==> src/rtl/biriscv_issue_hazard.sv <==
// Issue-side hazard detection, operand forwarding, divide/CSR serialisation
// and a saturating hazard-stall counter.
module biriscv_issue_hazard #(
    parameter bit SUPPORT_LOAD_BYPASS = 1'b1,
    parameter bit SUPPORT_MUL_BYPASS  = 1'b1
) (
    input  logic        clk_i,
    input  logic        rst_i,

    input  logic        dec_valid_i,
    input  logic [4:0]  dec_ra_idx_i,
    input  logic [4:0]  dec_rb_idx_i,
    input  logic        dec_ra_used_i,
    input  logic        dec_rb_used_i,
    input  logic [4:0]  dec_rd_idx_i,
    input  logic        dec_rd_valid_i,
    input  logic        dec_div_i,
    input  logic        dec_csr_i,
    input  logic [31:0] rf_ra_value_i,
    input  logic [31:0] rf_rb_value_i,

    input  logic        pipe_stall_i,
    input  logic        squash_i,

    input  logic [4:0]  rd_e1_i,
    input  logic        load_e1_i,
    input  logic        mul_e1_i,
    input  logic        div_e1_i,
    input  logic        csr_e1_i,
    input  logic [31:0] alu_result_e1_i,

    input  logic [4:0]  rd_e2_i,
    input  logic        load_e2_i,
    input  logic        mul_e2_i,
    input  logic [31:0] result_e2_i,

    input  logic [4:0]  rd_wb_i,
    input  logic [31:0] result_wb_i,
    input  logic        csr_wb_i,
    input  logic        div_complete_i,

    output logic        issue_accept_o,
    output logic [31:0] operand_ra_o,
    output logic [31:0] operand_rb_o,
    output logic        div_pending_o,
    output logic [31:0] hazard_cycles_o
);

    localparam int unsigned XLEN  = 32;
    localparam int unsigned REG_W = 5;

    typedef enum logic [1:0] {
        ST_RUN      = 2'd0,
        ST_DIV_WAIT = 2'd1,
        ST_CSR_WAIT = 2'd2
    } state_t;

    state_t             state_q;
    state_t             state_d;
    logic [REG_W-1:0]   div_rd_q;
    logic [REG_W-1:0]   div_rd_d;
    logic [XLEN-1:0]    hazard_cnt_q;

    logic               e1_no_bypass;
    logic               e2_no_bypass;
    logic               div_block;
    logic               ra_hazard;
    logic               rb_hazard;
    logic               hazard;
    logic               structural;
    logic               launch_div;
    logic               launch_csr;

    // A source stalls on unforwardable producers or the outstanding divide
    function automatic logic src_hazard(input logic used, input logic [REG_W-1:0] idx,
                                        input logic [REG_W-1:0] e1_rd, input logic e1_nb,
                                        input logic [REG_W-1:0] e2_rd, input logic e2_nb,
                                        input logic div_blk, input logic [REG_W-1:0] div_rd);
        logic hit;
        hit = ((idx == e1_rd) && e1_nb) ||
              ((idx == e2_rd) && e2_nb) ||
              (div_blk && (idx == div_rd));
        return used && (idx != REG_W'(0)) && hit;
    endfunction

    // Forwarding mux: youngest producer wins, x0 always reads zero
    function automatic logic [XLEN-1:0] fwd(input logic [REG_W-1:0] idx,
                                            input logic [XLEN-1:0] rf_val);
        logic [XLEN-1:0] v;
        if (idx == REG_W'(0))         v = '0;
        else if (idx == rd_e1_i)      v = alu_result_e1_i;
        else if (idx == rd_e2_i)      v = result_e2_i;
        else if (idx == rd_wb_i)      v = result_wb_i;
        else                          v = rf_val;
        return v;
    endfunction

    // Hazard, structural stall and issue decision
    always_comb begin
        e1_no_bypass = load_e1_i | mul_e1_i | div_e1_i | csr_e1_i;
        e2_no_bypass = (load_e2_i & ~SUPPORT_LOAD_BYPASS) | (mul_e2_i & ~SUPPORT_MUL_BYPASS);
        // Completion clears the divide block in the same cycle
        div_block    = (state_q == ST_DIV_WAIT) & ~div_complete_i;

        ra_hazard = src_hazard(dec_ra_used_i, dec_ra_idx_i, rd_e1_i, e1_no_bypass,
                               rd_e2_i, e2_no_bypass, div_block, div_rd_q);
        rb_hazard = src_hazard(dec_rb_used_i, dec_rb_idx_i, rd_e1_i, e1_no_bypass,
                               rd_e2_i, e2_no_bypass, div_block, div_rd_q);
        hazard    = ra_hazard | rb_hazard;

        structural = (state_q == ST_CSR_WAIT) ||
                     (div_block && (dec_div_i ||
                                    (dec_rd_valid_i && (dec_rd_idx_i == div_rd_q))));

        issue_accept_o = rst_i & dec_valid_i & ~pipe_stall_i & ~squash_i &
                         ~hazard & ~structural;

        launch_div = issue_accept_o & dec_div_i & dec_rd_valid_i;
        launch_csr = issue_accept_o & dec_csr_i;

        operand_ra_o = fwd(dec_ra_idx_i, rf_ra_value_i);
        operand_rb_o = fwd(dec_rb_idx_i, rf_rb_value_i);
    end

    // Next-state logic; a new divide launch wins over a completion
    always_comb begin
        state_d  = state_q;
        div_rd_d = div_rd_q;
        case (state_q)
            ST_RUN: begin
                if (launch_div) begin
                    state_d  = ST_DIV_WAIT;
                    div_rd_d = dec_rd_idx_i;
                end else if (launch_csr) begin
                    state_d  = ST_CSR_WAIT;
                end
            end
            ST_DIV_WAIT: begin
                if (div_complete_i) begin
                    if (launch_div) begin
                        state_d  = ST_DIV_WAIT;
                        div_rd_d = dec_rd_idx_i;
                    end else if (launch_csr) begin
                        state_d  = ST_CSR_WAIT;
                        div_rd_d = '0;
                    end else begin
                        state_d  = ST_RUN;
                        div_rd_d = '0;
                    end
                end
            end
            ST_CSR_WAIT: begin
                if (!pipe_stall_i && (csr_wb_i || squash_i)) begin
                    state_d = ST_RUN;
                end
            end
            default: begin
                state_d  = ST_RUN;
                div_rd_d = '0;
            end
        endcase
    end

    // State and outstanding-divide destination registers
    always_ff @(posedge clk_i or negedge rst_i) begin
        if (!rst_i) begin
            state_q  <= ST_RUN;
            div_rd_q <= '0;
        end else begin
            state_q  <= state_d;
            div_rd_q <= div_rd_d;
        end
    end

    // Saturating count of cycles lost to hazards or structural stalls
    always_ff @(posedge clk_i or negedge rst_i) begin
        if (!rst_i) begin
            hazard_cnt_q <= '0;
        end else if (dec_valid_i && !pipe_stall_i && !squash_i && (hazard || structural)
                     && (hazard_cnt_q != {XLEN{1'b1}})) begin
            hazard_cnt_q <= hazard_cnt_q + XLEN'(1);
        end
    end

    assign div_pending_o   = (state_q == ST_DIV_WAIT);
    assign hazard_cycles_o = hazard_cnt_q;

endmodule

==> config.mk <==
export PLATFORM = sky130hd
export DESIGN_NAME = biriscv_issue_hazard
export DESIGN_NICKNAME = d
export VERILOG_FILES = /design/src/rtl/biriscv_issue_hazard.sv
export SDC_FILE = /design/constraint.sdc
export NUM_CORES = 1
export LEC_CHECK = 0
export BUFFER_PORTS_ARGS = -buffer_cell sky130_fd_sc_hd__buf_2
export CELL_PAD_IN_SITES_DETAIL_PLACEMENT = 1
export CELL_PAD_IN_SITES_GLOBAL_PLACEMENT = 2
export CORE_AREA = 2 2 150 152
export DETAILED_ROUTE_END_ITERATION = 12
export DIE_AREA = 0 0 152 154
export PLACE_DENSITY = 0.8
export SLEW_MARGIN = 20
export SYNTH_ARGS = -nofsm -noshare
export SYNTH_HDL_FRONTEND = slang
export SYNTH_SLANG_ARGS = --single-unit
==> constraint.sdc <==
create_clock -name clk_i -period 3.75 [get_ports clk_i]
set_input_delay 0.75 -clock clk_i [delete_from_list [all_inputs] [get_ports clk_i]]
set_output_delay 0.75 -clock clk_i [all_outputs]
set_load 0.05 [all_outputs]
# [Word level (Yosys, flattened, before mapping)]
# Cells that the tools add are included.
[totals] reg_bits=39 inputBits=208 output_inout_bits=98 elab_cells=88
[classes] addsub=1 n_eq_ne=16 muxes=19 bitwise=19 n_reduce_logical=30
[ops] operator="$mux 32" count=8
[ops] operator="$eq 5x5->1" count=9
[ops] operator="$add 32x1->32 const B" count=1
[ops] operator="$ne 32x32->1 const B" count=1
[ops] operator="$logic_and 1x1->1" count=15
[ops] operator="$mux 5" count=3
[ops] operator="$pmux 5 s3" count=1
[ops] operator="$mux 2" count=6
[ops] operator="$logic_not 5->1" count=2
[ops] operator="$reduce_bool 5->1" count=2
[ops] operator="$and 1x1->1" count=9
[ops] operator="$logic_or 1x1->1" count=6
[ops] operator="$not 1->1" count=6
[ops] operator="$pmux 2 s3" count=1
[ops] operator="$reduce_and 3->1" count=2
[ops] operator="$ne 2x2->1 const B" count=2
[ops] operator="$or 1x1->1" count=4
[ops] operator="$ne 3x3->1 const B" count=1
[ops] operator="$eq 2x1->1 const B" count=1
[ops] operator="$eq 2x2->1 const B" count=1
[ops] operator="$logic_not 1->1" count=2
[ops] operator="$logic_not 2->1" count=1
[ops] operator="$ne 2x1->1 const B" count=1

# [Depth between registers and ports, before layout]
[depth] word_depth=15 ltp_mapped=9 ltp_nobuf=7

# [Least setup slack after synthesis]
# No wires, ideal clock.
[synth_timing] path_type="input port to output port" startpoint="in dec_ra_idx_i[2]" endpoint="out issue_accept_o" t_arrival_ns=3.476 required_ns=3.000 slack_ns=-0.476 path_stages=6 n_path_buf=1 cell_sequence="buf_2 > or4_4 > nor2_2 > inv_2 > a41o_4 > nor4_1"
[synth_between] elab_chain_cells=8 elab_cells_between_ends=12 classes_between="eq/ne: 2; bitwise: 4; reduce/logical: 6"
[synth_rtl] item="start: declaration" line_no="11" source="input logic [4:0] dec_ra_idx_i,"
[synth_rtl] item="$eq 5x5->1, on equally long branches" line_no="80, 82"
[synth_rtl] item="$logic_and 1x1->1, on equally long branches" line_no="80, 82"
[synth_rtl] item="$logic_or 1x1->1" line_no="81" source="((idx == e2_rd) && e2_nb) ||"
[synth_rtl] item="$logic_and 1x1->1 (*)" line_no="83" source="return used && (idx != REG_W'(0)) && hit;"
[synth_rtl] item="$or 1x1->1 (*)" line_no="109" source="hazard = ra_hazard | rb_hazard;"
[synth_rtl] item="$not 1->1 (*)" line_no="116" source="~hazard & ~structural;"
[synth_rtl] item="$and 1x1->1 (*)" line_no="115" source="issue_accept_o = rst_i & dec_valid_i & ~pipe_stall_i & ~squash_i &"
[synth_rtl] item="$and 1x1->1 (*)" line_no="116"
[synth_rtl] item="end: declaration" line_no="42" source="output logic issue_accept_o,"
# Every way passes the cells marked *; elsewhere a longest branch is shown, timed or not.

# [Final worst setup path]
[layout_timing] startpoint="in dec_rb_idx_i[0]" endpoint="out operand_rb_o[1]"
[layout_between] elab_chain_cells=5 elab_cells_between_ends=8 classes_between="eq/ne: 3; mux: 4; reduce/logical: 1"
[layout_rtl] item="start: declaration" line_no="12" source="input logic [4:0] dec_rb_idx_i,"
[layout_rtl] item="$eq 5x5->1" line_no="93" source="else if (idx == rd_wb_i) v = result_wb_i;"
[layout_rtl] item="$mux 32" line_no="93"
[layout_rtl] item="$mux 32" line_no="92" source="else if (idx == rd_e2_i) v = result_e2_i;"
[layout_rtl] item="$mux 32" line_no="91" source="else if (idx == rd_e1_i) v = alu_result_e1_i;"
[layout_rtl] item="$mux 32 (*)" line_no="90" source="if (idx == REG_W'(0)) v = '0;"
[layout_rtl] item="end: declaration" line_no="44" source="output logic [31:0] operand_rb_o,"
# Marked as above.

==> impl_metrics.ini <==
[logic_synthesis]
synth_cell_types = 44
synth-main-ff-cell = dfrtp_1
synth_commonest_cells = nor2_1, a21oi_1, a211oi_1, mux2i_1, xor2_1
async_flop_share_pct = 100
ys_warn_count = 0
synth_area_mm2 = 0.00469
yosys-top-cells-area = dfrtp_1, mux2i_1, nor2_1
synth_top_area_share_pct = 20.8
ys_ff_latch = 39
yosysTopAreaCell = dfrtp_1
yosysMostFrequentCell = nor2_1
synth_edf_count = 0
avgSynthCellArea_um2 = 7.41
ys_seq_area_share_pct = 20.8
synth_nets = 842
syn_inst = 633

[global_routing]
grt_start_max_net_pins = 65
grt_antenna_before_repair = 7
grtUsageTotal_pct = 18.0
grt_pass1_vias = 5900
grt_pass1_wl_mm = 34.0
grt-ovfl-total = 0

[clock_network]
clkSlewWorstSetupHoldPaths_ns = 0.06
numCtsBuffers = 5
clockBufferDepth = 2
cts_tree = yes
cts.sinks = 39
clkLatencyLatePin_ns = 0.28
cts.hold.buffers_added = 0
htree_levels = 2
cts_resized = 0
root_buffer = clkbuf_16
cts_setup_buffers = 0

[place]
gp_congestion = 0.842
portBuffers = 303
hpwlAfterDp_mm = 17.6

[worst_setup_path]
worst_r2r_endpoint = hazard_cycles_o[25]$_DFFE_PN0P_
rr_worst_depth = 8
crit_path_end_kind = output pin
cp_max_fo = 21
r2r-start = hazard_cycles_o[0]$_DFFE_PN0P_
cpPeakStageDelay_ns = 0.40
rrSetupSlack_ns = 1.12
cp-startpoint = dec_rb_idx_i[0]
cp_cell_sequence = buf_2, xnor2_1, nand3_1, nor3_2, buf_12, mux2i_1, a211oi_1, a21oi_1, nor2_1, buf_2
slowest_stage = a211oi_1
crit_end = operand_rb_o[1]
arrival_ns = 2.77
cp_data_required_time_ns = 3.00
start_kind = input pin
cpMostUsedCell = buf_2
worstSetupPathType = in2out

[sta]
finalMaxSlewViolations = 0
relSlewSlack_pct = 52.1
final_hold_viol_count = 0
whs_ns = 0.476
setup_viol = 0
fmax_mhz = 284
period_needed_ns = 3.52
rsz0062_at_grt = false
skew_ns = 0.00671
fin_setup_tns_ns = 0
tightest_slew_ns = 0.712
fin_crit_sh_pct = 93.8

[die]
io_pins = 306
fp.dieW_um = 152
core-area_mm2 = 0.0217
die_area_mm2 = 0.0234
die_height_um = 154
start_util_pct = 21.6
core.rowCount = 54

[drt]
ant_nets = 0
drt_first_iter_violations = 282
wl_per_cell_um = 18.7
drtPass1Iterations = 4
drc = 0
drt_wl_total_mm = 22.3
vias = 5810
via_per_inst = 4.87

[power]
leakage_nw = 3.46
peakVddDrop_mv = 0.165
pwr_density_cell_mw_per_mm2 = 273
p_total_w = 0.00185

[final_layout]
drive_gt1_share_pct = 38.3
area_growth_pct = 43.9
nNetsFinal = 1115
nFillCells = 2779

[flow_run]
cap_viol_max_count = 0

[outcome]
status = finished clean

[hold_path]
min_path_type = reg2reg
## critical path: cells and delay by family
family	cells	cell delay (ns)
buffers and inverters	3	0.73
AO/OA/AOI/OAI	2	0.51
AND/OR/NAND/NOR	3	0.49
XOR/XNOR	1	0.14
multiplexers	1	0.11
## stage by stage
stage                     area (µm²)  setup slack, ns  std cells  util [%]
after floorplan                 4700          0.00238        633         -
after global placement          6580            0.256       1179      30.3
after detailed placement        6580            0.243       1179      30.3
after CTS                       6730            0.247       1187      31.0
after global routing            6750           0.0812       1194      31.1
final                           6750            0.234       1194      31.1
## layer usage
metal	part of all wire (%)	global-route usage, %
met1	45	24.2
met2	49	30.2
met3	3.9	2.06
met4	2.5	5.65
met5	0	0
## cell families after synthesis
logic type	Yosys count	share of synthesized area (%)
buf+inv	57	5.68
xor+xnor	76	14.2
mux	65	14.0
simple gates	254	25.7
fa+ha+maj	1	0.267
compound gates	141	19.4
flops	39	20.8
## placed cells by master, fill, tap and decap left out, types with 5 or more instances in the layout
cell type | Yosys | routed
nor3_1 | 18 | 16
buf_12 | 0 | 8
mux2i_1 | 64 | 64
a211oi_1 | 64 | 64
nor4_1 | 11 | 10
buf_2 | 6 | 303
clkbuf_16 | 0 | 5
and3_1 | 8 | 8
diode_2 | 0 | 7
xnor2_1 | 35 | 35
nand4_1 | 10 | 10
nand3_1 | 18 | 15
buf_4 | 4 | 10
a21oi_1 | 65 | 65
a22o_1 | 5 | 5
xor2_1 | 41 | 41
nand2_1 | 18 | 18
dfrtp_1 | 39 | 39
nor2_1 | 140 | 138
## where the power goes
part	internal, W	switching [W]	leakage, nW
combinational	0.000305	0.000625	2.85
clock	0.000283	0.000165	0.0772
sequential	0.000439	0.0000293	0.535
## registers in the layout, indices dropped and copies added (netlist names)
register / count
state_q: 2
hazard_cycles_o: 32
div_rd_q: 5
## how the worst min path moves through the flow
stage | depth (start not counted) | endpoint | slack [ns] | from
after floorplan | 0 | div_rd_q[0]$_DFFE_PN0P_ | 0.45 | rst_i
after global placement | 1 | hazard_cycles_o[28]$_DFFE_PN0P_ | 0.47 | hazard_cycles_o[28]$_DFFE_PN0P_
after detailed placement | 1 | hazard_cycles_o[9]$_DFFE_PN0P_ | 0.47 | hazard_cycles_o[9]$_DFFE_PN0P_
after CTS | 1 | hazard_cycles_o[9]$_DFFE_PN0P_ | 0.48 | hazard_cycles_o[9]$_DFFE_PN0P_
after global routing | 1 | hazard_cycles_o[9]$_DFFE_PN0P_ | 0.50 | hazard_cycles_o[9]$_DFFE_PN0P_
final | 1 | hazard_cycles_o[9]$_DFFE_PN0P_ | 0.48 | hazard_cycles_o[9]$_DFFE_PN0P_
## cell type report
type                            count  area [µm²]  area share [%]
Clock buffer                        8         156            2.32
Timing Repair Buffer              321        1750            25.9
Sequential cell                    39         976            14.5
Tap cell                          280         350            5.19
Multi-Input combinational cell    537        3490            51.7
Antenna cell                        7        17.5           0.259
Inverter                            2        7.51           0.111
(Power assumes the default switching activity.)
